<file path="config.mk">
export PLATFORM = sky130hd
export DESIGN_NAME = wb_stage
export DESIGN_NICKNAME = d
export VERILOG_FILES = /design/src/rtl/wb_pkg.sv /design/src/rtl/wb_load_align.sv /design/src/rtl/wb_stage.sv
export SDC_FILE = /design/constraint.sdc
export NUM_CORES = 1
export LEC_CHECK = 0
export ABC_CLOCK_PERIOD_IN_PS = 2400
export CAP_MARGIN = 25
export CORE_UTILIZATION = 23
export CTS_CLUSTER_DIAMETER = 80
export DETAILED_ROUTE_END_ITERATION = 7
export SYNTH_ARGS = -nofsm -noshare
export SYNTH_HDL_FRONTEND = slang
export SYNTH_SLANG_ARGS = --single-unit
</file>
<file path="constraint.sdc">
create_clock -name clk -period 2.4 [get_ports clk]
set_input_delay 0.48 -clock clk [delete_from_list [all_inputs] [get_ports clk]]
set_output_delay 0.48 -clock clk [all_outputs]
set_load 0.03 [all_outputs]
</file>
<file path="src/rtl/wb_pkg.sv">
// Shared types and widths for the write-back stage.
package wb_pkg;

  localparam int unsigned WB_SEL_W   = 2;
  localparam int unsigned MEM_SIZE_W = 2;

  typedef enum logic [WB_SEL_W-1:0] {
    WB_ALU = 2'b00,
    WB_MEM = 2'b01,
    WB_PC4 = 2'b10,
    WB_IMM = 2'b11
  } wb_sel_e;

  typedef enum logic [MEM_SIZE_W-1:0] {
    SZ_B = 2'b00,
    SZ_H = 2'b01,
    SZ_W = 2'b10
  } mem_size_e;

endpackage

</file>
<file path="src/rtl/wb_load_align.sv">
// Load-data lane select and sign/zero extension (combinational).
// Misaligned halfwords use the lane picked by addr[1] alone.
module wb_load_align
  import wb_pkg::*;
#(
  parameter int unsigned DATA_W = 32
) (
  input  logic [DATA_W-1:0] data_i,
  input  logic [1:0]        addr_i,
  input  mem_size_e         size_i,
  input  logic              unsigned_i,
  output logic [DATA_W-1:0] data_o
);

  logic [7:0]  byte_c;
  logic [15:0] half_c;

  always_comb begin
    byte_c = data_i[{addr_i, 3'b000} +: 8];
    half_c = data_i[{addr_i[1], 4'b0000} +: 16];
    data_o = data_i;
    case (size_i)
      SZ_B:    data_o = unsigned_i ? DATA_W'(byte_c) : {{(DATA_W-8){byte_c[7]}}, byte_c};
      SZ_H:    data_o = unsigned_i ? DATA_W'(half_c) : {{(DATA_W-16){half_c[15]}}, half_c};
      default: data_o = data_i;
    endcase
  end

endmodule

</file>
<file path="src/rtl/wb_stage.sv">
// MEM/WB pipeline register, result select, register-file write port, hold register and retire counter.
// Define WB_LOAD_EXT_EN to align and extend load data by size/signedness.
module wb_stage
  import wb_pkg::*;
#(
  parameter int unsigned DATA_W     = 32,
  parameter int unsigned REG_ADDR_W = 5,
  parameter int unsigned CNT_W      = 32
) (
  input  logic                  clk,
  input  logic                  rst_n,
  input  logic                  stall,
  input  logic                  flush,
  input  logic                  in_valid,
  input  logic                  in_regwrite,
  input  logic [REG_ADDR_W-1:0] in_waddr,
  input  logic [1:0]            in_wb_sel,
  input  logic [DATA_W-1:0]     in_alu_result,
  input  logic [DATA_W-1:0]     in_read_data,
  input  logic [DATA_W-1:0]     in_pc_plus4,
  input  logic [DATA_W-1:0]     in_imm,
  input  logic [1:0]            in_mem_size,
  input  logic                  in_mem_unsigned,
  output logic                  rf_we,
  output logic [REG_ADDR_W-1:0] rf_waddr,
  output logic [DATA_W-1:0]     rf_wdata,
  output logic                  hold_valid,
  output logic [REG_ADDR_W-1:0] hold_addr,
  output logic [DATA_W-1:0]     hold_data,
  output logic [CNT_W-1:0]      retire_count
);

  logic                  valid_q, valid_d;
  logic                  regwrite_q, regwrite_d;
  logic [REG_ADDR_W-1:0] waddr_q, waddr_d;
  wb_sel_e               wb_sel_q, wb_sel_d;
  logic [DATA_W-1:0]     alu_q, alu_d;
  logic [DATA_W-1:0]     rdata_q, rdata_d;
  logic [DATA_W-1:0]     pc4_q, pc4_d;
  logic [DATA_W-1:0]     imm_q, imm_d;
  logic                  done_q, done_d;
  logic                  hold_valid_q, hold_valid_d;
  logic [REG_ADDR_W-1:0] hold_addr_q, hold_addr_d;
  logic [DATA_W-1:0]     hold_data_q, hold_data_d;
  logic [CNT_W-1:0]      retire_q, retire_d;
  logic [DATA_W-1:0]     load_data_c;

`ifdef WB_LOAD_EXT_EN
  mem_size_e mem_size_q, mem_size_d;
  logic      mem_unsigned_q, mem_unsigned_d;

  always_comb begin
    mem_size_d     = mem_size_q;
    mem_unsigned_d = mem_unsigned_q;
    if (!stall) begin
      mem_size_d     = mem_size_e'(in_mem_size);
      mem_unsigned_d = in_mem_unsigned;
    end
  end

  always_ff @(posedge clk or negedge rst_n) begin
    if (!rst_n) begin
      mem_size_q     <= SZ_B;
      mem_unsigned_q <= 1'b0;
    end else begin
      mem_size_q     <= mem_size_d;
      mem_unsigned_q <= mem_unsigned_d;
    end
  end

  // Lane offset comes from the captured effective address in the ALU result.
  wb_load_align #(.DATA_W(DATA_W)) u_load_align (
    .data_i     (rdata_q),
    .addr_i     (alu_q[1:0]),
    .size_i     (mem_size_q),
    .unsigned_i (mem_unsigned_q),
    .data_o     (load_data_c)
  );
`else
  logic unused_load_ctrl;
  assign unused_load_ctrl = ^{in_mem_size, in_mem_unsigned};
  assign load_data_c      = rdata_q;
`endif

  always_comb begin
    rf_wdata = alu_q;
    case (wb_sel_q)
      WB_ALU:  rf_wdata = alu_q;
      WB_MEM:  rf_wdata = load_data_c;
      WB_PC4:  rf_wdata = pc4_q;
      WB_IMM:  rf_wdata = imm_q;
      default: rf_wdata = alu_q;
    endcase
  end

  assign rf_waddr = waddr_q;
  assign rf_we    = valid_q & regwrite_q & (waddr_q != '0) & ~done_q;

  // done_q makes a stalled entry write exactly once; flush beats stall.
  always_comb begin
    valid_d      = valid_q;
    regwrite_d   = regwrite_q;
    waddr_d      = waddr_q;
    wb_sel_d     = wb_sel_q;
    alu_d        = alu_q;
    rdata_d      = rdata_q;
    pc4_d        = pc4_q;
    imm_d        = imm_q;
    done_d       = done_q;
    hold_valid_d = 1'b0;
    hold_addr_d  = hold_addr_q;
    hold_data_d  = hold_data_q;
    retire_d     = retire_q + CNT_W'(valid_q & ~stall);

    if (!stall) begin
      valid_d    = in_valid;
      regwrite_d = in_regwrite;
      waddr_d    = in_waddr;
      wb_sel_d   = wb_sel_e'(in_wb_sel);
      alu_d      = in_alu_result;
      rdata_d    = in_read_data;
      pc4_d      = in_pc_plus4;
      imm_d      = in_imm;
      done_d     = 1'b0;
    end else if (rf_we) begin
      done_d = 1'b1;
    end

    if (flush) begin
      valid_d = 1'b0;
      done_d  = 1'b0;
    end

    if (rf_we) begin
      hold_valid_d = 1'b1;
      hold_addr_d  = rf_waddr;
      hold_data_d  = rf_wdata;
    end
  end

  always_ff @(posedge clk or negedge rst_n) begin
    if (!rst_n) begin
      valid_q      <= 1'b0;
      regwrite_q   <= 1'b0;
      waddr_q      <= '0;
      wb_sel_q     <= WB_ALU;
      alu_q        <= '0;
      rdata_q      <= '0;
      pc4_q        <= '0;
      imm_q        <= '0;
      done_q       <= 1'b0;
      hold_valid_q <= 1'b0;
      hold_addr_q  <= '0;
      hold_data_q  <= '0;
      retire_q     <= '0;
    end else begin
      valid_q      <= valid_d;
      regwrite_q   <= regwrite_d;
      waddr_q      <= waddr_d;
      wb_sel_q     <= wb_sel_d;
      alu_q        <= alu_d;
      rdata_q      <= rdata_d;
      pc4_q        <= pc4_d;
      imm_q        <= imm_d;
      done_q       <= done_d;
      hold_valid_q <= hold_valid_d;
      hold_addr_q  <= hold_addr_d;
      hold_data_q  <= hold_data_d;
      retire_q     <= retire_d;
    end
  end

  assign hold_valid   = hold_valid_q;
  assign hold_addr    = hold_addr_q;
  assign hold_data    = hold_data_q;
  assign retire_count = retire_q;

endmodule

</file>
== After elaboration in Yosys (flattened, before gate mapping) ==
Index checks and enable logic that the tools add are counted.

* Magnitude comparators: 0
* Equal/unequal tests: 5
* Mux-type cells: 7
* Add/sub/neg operators: 1
* Shift operators: 0
* Divide/modulo/power cells: 0
* $mul: 0
* Reduce and logical (&&, ||, !) cells: 2
* Bitwise logic cells: 6

{| class="wikitable"
|+ Operators with widths
! cell !! number
|-
| $pmux 32 s4 || 1
|-
| $add 32x32->32 || 1
|-
| $and 1x32->32 || 1
|-
| $not 1->32 || 1
|-
| $mux 1 || 6
|-
| $reduce_bool 5->1 || 1
|-
| $eq 2x2->1 const B || 2
|-
| $and 1x1->1 || 3
|-
| $ne 3x1->1 const B || 1
|-
| $eq 2x1->1 const B || 1
|-
| $logic_not 2->1 || 1
|-
| $ne 2x1->1 const B || 1
|-
| $not 1->1 || 1
|}

* ROM bits: 0
* Input port bits: 144
* Latch bits: 0
* Bits in registers: 208
* Memories: 0
* Logic and storage cells: 34
* Memory bits (writable): 0
* Output and inout bits: 108

== Depth between registers and ports, before layout ==
Gate-level depths: netlist of run 1.

* Depth in word-level cells: 6
* Depth in mapped cells: 9
* Gate-level depth less buffers: 7

== Worst setup path after synthesis of run 1 ==
No wires, ideal clock.

* Path type: input port to flip-flop
* From: input stall
* To: register retire_q[26], in the netlist retire_count[26]
* Required time: 2.265 ns
* Path buffers: 2
* Arrival time: 2.187 ns
* Stages: 9
* Slack: 0.078 ns
* Library setup time: 0.135 ns
* Cell sequence: buf_1 -> buf_2 -> nor2b_1 -> ha_1 -> ha_1 -> nand4_1 -> nor3_2 -> nand4_1 -> xnor2_1

* Word-level cells in the longest chain between the ends: 3

{| class="wikitable"
|+ Ends and longest elaborated chain
! item !! RTL line !! text
|-
| start: declaration || wb_stage.sv:12 || <nowiki>input logic stall,</nowiki>
|-
| $not 1->32 || wb_stage.sv:113 || <nowiki>retire_d = retire_q + CNT_W'(valid_q & ~stall);</nowiki>
|-
| $and 1x32->32 || wb_stage.sv:113 ||
|-
| $add 32x32->32 || wb_stage.sv:113 ||
|-
| net retire_d[26] || wb_stage.sv:45 || <nowiki>logic [CNT_W-1:0] retire_q, retire_d;</nowiki>
|-
| end signal: assignment || wb_stage.sv:169 || <nowiki>retire_q <= retire_d;</nowiki>
|-
| end: declaration || wb_stage.sv:45 ||
|}

The timed path passes the listed nets, and every way through them passes these cells.
A chain may end at the register's enable or synchronous reset.

== Final worst setup path of run 1 ==
* From: register wb_sel_q[0]
* To: output rf_wdata[18]

* Word-level cells in the longest chain between the ends: 2
* Elaborated cells on any way between the ends: 5
* Those cells by class: 3 x eq/ne; 1 x mux; 1 x reduce/logical

{| class="wikitable"
|+ Ends and longest elaborated chain
! item !! RTL line !! text
|-
| start: declaration || wb_stage.sv:36 || <nowiki>wb_sel_e wb_sel_q, wb_sel_d;</nowiki>
|-
| start signal: assignment || wb_stage.sv:160 || <nowiki>wb_sel_q <= wb_sel_d;</nowiki>
|-
| $eq 2x2->1 (tied with other cells) || wb_stage.sv:87 || <nowiki>case (wb_sel_q)</nowiki>
|-
| $pmux 32 s4 * || wb_stage.sv:87 ||
|-
| end: declaration || wb_stage.sv:26 || <nowiki>output logic [DATA_W-1:0] rf_wdata,</nowiki>
|}

Mark *: on every way between the ends. The rest lies on a longest branch, timed or not.

==> metrics.yaml, run 1 <==
remaining_drc_errors: 0
antenna_left: 0
cts_inserted_buffers: 26
pre_cts_ws_ns: 0.09171
ys_warn_count: 0
totalWireLength_um: 24680
drive_gt1_frac: 0.3143
fmax_mhz: 401.5
multi_input_area_mm2: 0.003364
period_share: 1.038
cp.required_ns: 1.92
p_per_area_mw_per_mm2: 850.6
critPathArrivalTime_ns: 2.01
initialDrtViolationCount: 177
seq_area_mm2: 0.005207
rows: 70
yosysTopAreaCellShare: 0.5970
layout_commonest_cell: "clkdlybuf4s50_1"
fin_cells: 1414
rsz0062_at_grt: "yes"
start_kind: "flop"
most-common-layout-cells: "213 x clkdlybuf4s50_1, 206 x dfrtp_1, 136 x mux2_2"
vdd_drop_max_v: 0.0007607
clk_latency_ns: 0.53
die_w_um: 196.7
gp_congestion: 0.7904
grt.overflow.total: 0
wire_per_inst_um: 17.46
end_kind: "output pin"
final_util: 0.3527
path_clk_slew_ns: 0.06
die_y_um: 196.7
slew_headroom: 0.4825
synth_area_leader_cell: "dfrtp_1"
vias_per_cell: 4.185
syn_to_final_growth_pct: 49.53
cp_max_fo: 7
core-area_mm2: 0.03696
grt_pass1_vias: 6296
syn-cell-area_mm2: 0.008718
insertedDiodeCount: 0
setup_ws_ns: -0.09040
cp_cell_sequence: "buf_6 > buf_12 > buf_12 > mux4_2 > buf_6"
clock_skew_ns: 0.008370
io_pins: 252
dr.pass1.iters: 4
violations: "negative setup slack"
syn_nets: 756
hold_viol: 0
hold_path_class: "in2reg"
drv_cap: 0
netlist_top_cells_area: "dfrtp_1 60%, mux2_2 18%, mux4_2 8.3%, nand2_1 4.5%, xnor2_1 2.4%"
path_buf_inv: 4
clk_path_buf_depth: 3
ys_ff_latch: 208
port_buffers: 248
worstMarginPinSlew_ns: 0.7763
netlist_instances: 609
fill_cells: 3624
status: "finished, violations left"
dp_hpwl_um: 16450
antenna_found_initial: 2
p_leak_nw: 5.476
die_area_mm2: 0.03869
cts_tree: "built"
start_util: 0.2359
cts_htree_levels: 1
crit_family: "buffers and inverters"
path_class: "reg2out"
clkSinkCount: 208
syn_area_per_cell_um2: 14.32
fin_crit_ns: 2.490
root_buffer: "clkbuf_16"
yosysUniqueCellTypes: 32
grtUsageTotal: 0.1265
dr_total_vias: 5917
grt_first_pass_wirelength_um: 37630
crit_path_top_delay_cell: "mux4_2"
setup_violations: 16
worst_path_largest_cell_delay_ns: 0.55
holdWs_ns: 0.4080
nNetsFinal: 1038
place_inst: 1350
grt_max_degree: 139
yosysSeqAreaShare: 0.5970
drv_slew: 0
[routing by layer]
metal / up-vias / GRT usage / wire, um
met1: 2986 / 0.1580 / 10530
met5: - / 0 / 27
met2: 183 / 0.2066 / 11600
met3: 31 / 0.05014 / 2113
li1: 2713 / - / -
met4: 4 / 0.02498 / 407
[area by class of cell]
| cell class | instances | area share |
|---|---|---|
| Clock inverter | 7 | 0.008926 |
| Tap cell | 504 | 0.04837 |
| Timing Repair Buffer | 285 | 0.2264 |
| Multi-Input combinational cell | 367 | 0.2581 |
| Inverter | 3 | 0.0008638 |
| Sequential cell | 208 | 0.3995 |
| Clock buffer | 40 | 0.05787 |
[power by group]
part	switching (mW)	leakage, nW	total, mW	internal, mW
Sequential	0.275	2.53	4.26	3.98
Clock	1.52	0.421	4.00	2.48
Combinational	1.44	2.52	2.83	1.39
[worst reg2reg max path: cells and delay by family, from the launching register on]
kind	cells	cell delay (ns)
compound gates	1	0.19
flops	1	0.38
buf+inv	2	0.39
mux	1	0.37
simple gates	1	0.55
[final timing paths]
check,to,cells past startpoint,slack (ns),startpoint
min in group asynchronous,retire_count[4]$_DFF_PN0_,2,0.52,rst_n
hold / removal,retire_count[0]$_DFF_PN0_,3,0.41,stall
setup / recovery,rf_wdata[18],5,-0.09,wb_sel_q[0]$_DFFE_PN0N_
setup reg to reg,hold_data[16]$_DFFE_PN0P_,5,0.41,rf_waddr[0]$_DFFE_PN0N_
hold reg to reg,retire_count[31]$_DFF_PN0_,1,0.47,retire_count[31]$_DFF_PN0_
max in group asynchronous,retire_count[24]$_DFF_PN0_,3,1.16,rst_n
[cell usage after synthesis]
library cell  number
dfrtp_1          208
mux2_2           136
nand2_1          104
mux4_2            32
xnor2_1           24
buf_2             17
nand3_1           16
clkbuf_1          11
nand4_1           11
nor2_1             8
xor2_1             6
and3_1             5
a22o_1             3
buf_1              3
ha_1               3
nor3_1             3
inv_1              2
mux2_4             2
nand4b_1           2
and2_1             1
and3b_1            1
inv_2              1
mux2i_1            1
nand2b_1           1
nor2b_1            1
nor3_2             1
nor3b_1            1
nor4_1             1
nor4_2             1
nor4_4             1
o21ai_4            1
or4_4              1
[per-stage QoR]
step,instance area [um^2],total power [mW],setup TNS (ns)
floorplan,8718,5.742,0
global placement,11940,7.043,0
detailed placement,11940,7.082,0
CTS,12840,11.17,-2.228
global route,13040,11.60,-2.712
finish,13040,11.09,-0.8306
[kinds of logic after synthesis]
group | after synthesis | synth area share
AOI/OAI and AO/OA | 4 | 0.004881
xor gates and xnor gates | 30 | 0.03014
adders and majority gates | 3 | 0.004306
buffers and inverters | 34 | 0.01708
DFF | 208 | 0.5970
muxes | 171 | 0.2629
and+or+nand+nor | 159 | 0.08367
[repair_timing]
item	in CTS	in global routing
hold buffers	1	0
setup buffers	1	14
setup endpoints to repair	33	33
cloned	0	1
gates resized for setup	135	90
pin swaps	0	1
hold endpoints to repair	63	0
[registers in the layout, summed over array words and instances, names as in the netlist]
register	cells
pc4_q	32
imm_q	32
rf_waddr	5
load_data_c	32
valid_q	1
hold_valid	1
alu_q	32
hold_data	32
wb_sel_q	2
done_q	1
hold_addr	5
retire_count	32
regwrite_q	1
Note: power is estimated with default switching activity, not from simulation.
==> inputs of run 2 (changes only) <==
CAP_MARGIN = 20   (was 25)
SYNTH_HIERARCHICAL = 1   (was unset)
==> results of run 2 <==
Same layout as run 1: the final DEF is identical, and so are final timing and power.
Among the figures that moved: Yosys warning count 0 -> 6
